$ cat src/rtl/hello_scroll_ctrl.sv
// Timed step-index sequencer for the HAPPY 7-seg scroll decoder.
// Supports loop/one-shot, forward/reverse, pause and single-step operation.
module hello_scroll_ctrl #(
    parameter int unsigned TICK_DIV  = 50_000_000,
    parameter int unsigned CNT_W     = 26,
    parameter int unsigned LAST_STEP = 9
) (
    input  logic       CLOCK_50,
    input  logic       RST,
    input  logic       START,
    input  logic       STOP,
    input  logic       PAUSE,
    input  logic       STEP_REQ,
    input  logic       DIR,
    input  logic       MODE,
    output logic [3:0] STEP,
    output logic       BUSY,
    output logic       TICK,
    output logic       DONE
);

    typedef enum logic [1:0] {StIdle, StRun, StPause} state_e;

    localparam logic [CNT_W-1:0] CntLast  = CNT_W'(TICK_DIV - 1);
    localparam logic [3:0]       StepLast = 4'(LAST_STEP);

    state_e           state_q, state_d;
    logic [CNT_W-1:0] cnt_q, cnt_d;
    logic [3:0]       step_q, step_d;
    logic             mode_q, mode_d;
    logic             tick_q, tick_d;
    logic             done_q, done_d;

    logic             wrap;
    logic             adv;
    logic [3:0]       step_adv;

    always_ff @(posedge CLOCK_50 or posedge RST) begin
        if (RST) begin
            state_q <= StIdle;
            cnt_q   <= '0;
            step_q  <= '0;
            mode_q  <= 1'b0;
            tick_q  <= 1'b0;
            done_q  <= 1'b0;
        end else begin
            state_q <= state_d;
            cnt_q   <= cnt_d;
            step_q  <= step_d;
            mode_q  <= mode_d;
            tick_q  <= tick_d;
            done_q  <= done_d;
        end
    end

    // One-shot wrap always lands on 0; loop wrap lands on the far end for the current direction.
    always_comb begin
        wrap = DIR ? (step_q == 4'd0) : (step_q == StepLast);
        if (wrap) begin
            step_adv = (DIR && !mode_q) ? StepLast : 4'd0;
        end else begin
            step_adv = DIR ? (step_q - 4'd1) : (step_q + 4'd1);
        end
    end

    always_comb begin
        state_d = state_q;
        cnt_d   = cnt_q;
        step_d  = step_q;
        mode_d  = mode_q;
        tick_d  = 1'b0;
        done_d  = 1'b0;
        adv     = 1'b0;
        if (STOP) begin
            state_d = StIdle;
            cnt_d   = '0;
            step_d  = '0;
        end else if (START) begin
            state_d = StRun;
            cnt_d   = '0;
            mode_d  = MODE;
            step_d  = DIR ? StepLast : 4'd0;
        end else begin
            unique case (state_q)
                StIdle: begin
                    cnt_d  = '0;
                    step_d = '0;
                end
                StRun: begin
                    if (PAUSE) begin
                        state_d = StPause;
                    end else if (cnt_q == CntLast) begin
                        cnt_d = '0;
                        adv   = 1'b1;
                    end else begin
                        cnt_d = cnt_q + 1'b1;
                    end
                end
                StPause: begin
                    if (!PAUSE) begin
                        state_d = StRun;
                    end
                    adv = STEP_REQ;
                end
                default: state_d = StIdle;
            endcase
            if (adv) begin
                step_d = step_adv;
                tick_d = 1'b1;
                if (wrap && mode_q) begin
                    state_d = StIdle;
                    cnt_d   = '0;
                    done_d  = 1'b1;
                end
            end
        end
    end

    always_comb begin
        STEP = step_q;
        BUSY = (state_q != StIdle);
        TICK = tick_q;
        DONE = done_q;
    end

endmodule
$ cat config.mk
export PLATFORM = sky130hd
export DESIGN_NAME = hello_scroll_ctrl
export DESIGN_NICKNAME = d
export VERILOG_FILES = /design/src/rtl/hello_scroll_ctrl.sv
export SDC_FILE = /design/constraint.sdc
export NUM_CORES = 1
export LEC_CHECK = 0
export BUFFER_PORTS_ARGS = -buffer_cell sky130_fd_sc_hd__buf_4
export CORE_ASPECT_RATIO = 1.4
export CORE_UTILIZATION = 60
export CTS_BUF_LIST = sky130_fd_sc_hd__clkbuf_16
export CTS_CLUSTER_SIZE = 12
export DETAILED_ROUTE_END_ITERATION = 8
export GPL_TIMING_DRIVEN = 0
export PLACE_DENSITY = 0.85
export RECOVER_POWER = 50
export SETUP_SLACK_MARGIN = 0.5
export SLEW_MARGIN = 10
export SYNTH_ARGS = -nofsm -noshare
export SYNTH_HDL_FRONTEND = slang
export SYNTH_SLANG_ARGS = --single-unit
export TNS_END_PERCENT = 10
$ cat constraint.sdc
create_clock -name CLOCK_50 -period 6.2 [get_ports CLOCK_50]
set_input_delay 0.93 -clock CLOCK_50 [delete_from_list [all_inputs] [get_ports CLOCK_50]]
set_output_delay 0.93 -clock CLOCK_50 [all_outputs]
set_load 0.005 [all_outputs]
==> results.env <==
TIMING.RR.START='cnt_q[0]'
FINALSETUPVIOLATIONS=0
MAX_SLEW.WORST_PIN.SLEW_NS=1.32
ANTENNA_VIOLATIONS_BEFORE_REPAIR=0
WORSTSETUPSTARTPOINTTYPE='primary input'
CLK_PATH_BUF_DEPTH=2
WHS_ENDPOINT='cnt_q[25]'
WORSTPATHMAXFANOUT=8
YS_DOMINANT_REG_CELL='dfrtp_1'
SETUP.WORST_PATH.CLASS='primary input to flip-flop'
GRTUSAGEMET2=0.537
STDCELL_COUNT=337
MIN-DELAY-PATH-CLASS='flip-flop to flip-flop'
POSTSYNTHNETCOUNT=289
DP.FINAL_HPWL_MM=4.28
NFILLCELLS=291
YS_ASYNC_SR_FRACTION=1.00
YOSYS.CELL_TYPES.COUNT=56
SKEW_NS=0.00593
CELL_BY_CELL_LISTING_OF_THE_CRITICAL_PATH='buf_4 -> nand4b_2 -> nor4_1 -> nand2_1 -> o31ai_1 -> a311oi_1'
PLACEMENTROWS=26
DP.CELLS=329
SYNTHDOMINANTCELLAREASHARE=0.368
DIE_H_UM=76.5
PLACE.PORT_BUFFERS=14
MET1_ROUTING_RESOURCE_USAGE_AFTER_GLOBAL_ROUTING=0.373
REPORT.FINAL.SLEW_VIOL_COUNT=0
WIRE_LENGTH_OF_THE_FIRST_GLOBAL_ROUTING_PASS_MM=10.6
MAX_STAGE_DELAY_CELL_WORST_PATH='nor4_1'
DRT_FIRST_ITER_VIOLATIONS=222
POST_SYNTHESIS_AVERAGE_CELL_AREA_UM2=8.71
YS_FF_LATCH=35
CTS.SINK_COUNT=35
REG2REG_TO='cnt_q[24]'
TRITONCTS='built'
DRV_CAP=0
P_R_AREA_GROWTH_VS_SYN_PCT=13.6
SYNTHDOMINANTAREACELLTYPE='dfrtp_1'
SYNTH.TOP_CELLS.BY_AREA='dfrtp_1, nand2_1, ha_1'
TOTAL_GRT_USAGE=0.314
DIE_WIDTH_UM=55.2
SYNTH-SEQ-AREA-SHARE=0.368
WORSTPATHARRIVAL_NS=3.08
CRIT_BUF_INV=1
OVERFLOW=0
WL_PER_CELL_UM=18.5
GRTUSAGEMET3=0.0509
POST_CTS_RESIZE_COUNT=0
DESIGN.CORE.AREA_UM2=3710
DRT.ANTENNA.VIOLATING_NETS=0
CTS-BUFFERS-INSERTED=5
MIN_FROM='cnt_q[25]'
CLK_PIN_SLEW_WORST_PATHS_NS=0.06
P_LEAK_nW=1.02
HOLDBUFCOUNTCTS=0
GRT_MAX_DEGREE=36
YOSYS.CELL_COUNT.TOP_TYPE='nand2_1'
TIMING.CRITICAL_PATH.SLOWEST_CELL_DELAY_NS=1.02
NETS=310
INSERTION_DELAY_NS=0.28
FRACTION_OF_LAYOUT_CELLS_WITH_A_SIZE_SUFFIX_ABOVE_1=0.136
GPL.FINAL_WEIGHTED_CONGESTION=0.961
POST-ROUTE-PERIOD-UTIL=0.474
CTS_MAX_LEVEL=2
GRT_MOST_USED_LAYER='met2'
FINALWIRELENGTH_MM=6.22
SYNTH.CELL_AREA_UM2=2380
SYNTH_ENABLE_FLOP_CELLS=0
SETUP_REPAIR_AFTER_GLOBAL_ROUTING_MISSED_ITS_MARGIN='no'
REQUIRED_WORST_ENDPOINT_NS=6.35
IR_WORST_VDD_uV=243
FIRST_PASS_ITERS=4
SYNTH.YOSYS.WARNINGS=0
RRSETUPSLACK_NS=3.51
WORST_PATH_DOMINANT_CELL_FAMILY='simple AND/OR/NAND/NOR gates'
FIRST_GLOBAL_VIAS=2290
POWER-PER-CELL-AREA_nW_PER_UM2=215
INITIAL_UTILIZATION=0.641
CTS-ROOT-BUF='clkbuf_16'
DESIGN.DIE.AREA_UM2=4220
SYN-INSTANCE-COUNT=273
ANTENNA_CELLS=0
POST_SYNTH_MOST_FREQUENT_CELLS='nand2_1, dfrtp_1, a21oi_1'
CLOCK.FMAX_MHz=340
HOLD_DEPTH=1
HOLD_VIOL=0
PERIOD_MINUS_SLACK_NS=2.94
WORST_SLEW_MARGIN_REL=0.118
IO_PINS=15
SETUP_TNS_NS=0
STATUS='completed'
DETAIL_ROUTE.VIAS_PER_CELL=6.95
DRC=0
CTS_POST_SETUP_BUFFERS_INSERTED=0
VIA_COUNT=2342
ENDPOINT_KIND='flip-flop'
R2R_CELLS=6
==> per-layer routing <==
| metal | vias to the layer above | wire (um) |
|---|---|---|
| li1 | 1071 | - |
| met1 | 1121 | 2400 |
| met2 | 120 | 3160 |
| met3 | 30 | 428 |
| met4 | 0 | 233 |
| met5 | - | 0 |
==> logic make-up (layout without fill, tap and decap cells) <==
family / count (synthesis) / after routing / synth area share
flops: 35 / 35 / 0.368
xor+xnor: 5 / 5 / 0.0184
fa+ha+maj: 8 / 8 / 0.0452
mux: 2 / 2 / 0.00947
simple gates: 124 / 124 / 0.297
compound gates: 73 / 73 / 0.213
buf+inv: 26 / 48 / 0.0484
==> worst max-delay path by stage <==
stage                from  slack, ns  depth (start not counted)   endpoint
CTS                 PAUSE       3.30                          6  cnt_q[24]
detailed placement  PAUSE       2.99                          6  cnt_q[24]
global placement    PAUSE       3.11                          6  cnt_q[24]
floorplan           PAUSE       3.68                          5  cnt_q[24]
finish              PAUSE       3.26                          6  cnt_q[24]
global route        PAUSE       3.04                          6  cnt_q[24]
==> power by group <==
| group | internal, mW | switching [mW] | leakage [nW] |
|---|---|---|---|
| logic | 0.0198 | 0.0409 | 0.455 |
| clock network | 0.189 | 0.0962 | 0.0838 |
| registers | 0.231 | 0.00352 | 0.484 |
==> area by class of cell <==
cell class | instances | area, um^2 | area share
clock inverter | 3 | 43.8 | 0.0162
inverter | 13 | 48.8 | 0.0181
timing repair buffer | 14 | 101 | 0.0375
sequential | 35 | 876 | 0.324
buffer | 13 | 66.3 | 0.0245
clock buffer | 5 | 125 | 0.0463
multi-input combinational | 212 | 1390 | 0.514
tap | 42 | 52.6 | 0.0195
==> through the flow <==
step	hold slack [ns]	setup slack (ns)	power (mW)	cell area, um^2	util
finish	0.508	3.26	0.581	2700	0.728
global route	0.546	3.04	0.600	2700	0.728
CTS	0.504	3.30	0.583	2710	0.729
detailed placement	0.484	2.99	0.299	2540	0.684
global placement	0.485	3.11	0.297	2540	0.684
floorplan	0.453	3.68	0.277	2380	-
==> registers in the layout, summed over array words and instances, names as in the netlist <==
name	flops
state_q	2
mode_q	1
cnt_q	26
STEP	4
DONE	1
TICK	1
==> placed cells by master, fill, tap and decap left out, types with 4 or more instances in the layout <==
| master | n |
|---|---|
| nor3_1 | 12 |
| nand2_1 | 37 |
| clkbuf_1 | 9 |
| buf_4 | 10 |
| and2_1 | 4 |
| clkbuf_16 | 5 |
| o21ai_0 | 7 |
| inv_1 | 13 |
| a21oi_1 | 17 |
| nor4_1 | 4 |
| ha_1 | 7 |
| a22oi_1 | 5 |
| a311oi_1 | 5 |
| nand3_1 | 12 |
| nor2_1 | 14 |
| dfrtp_1 | 35 |
| nand4b_1 | 6 |
| nand4_1 | 6 |
| a31oi_1 | 13 |
Power figures use the tool's default switching activity.
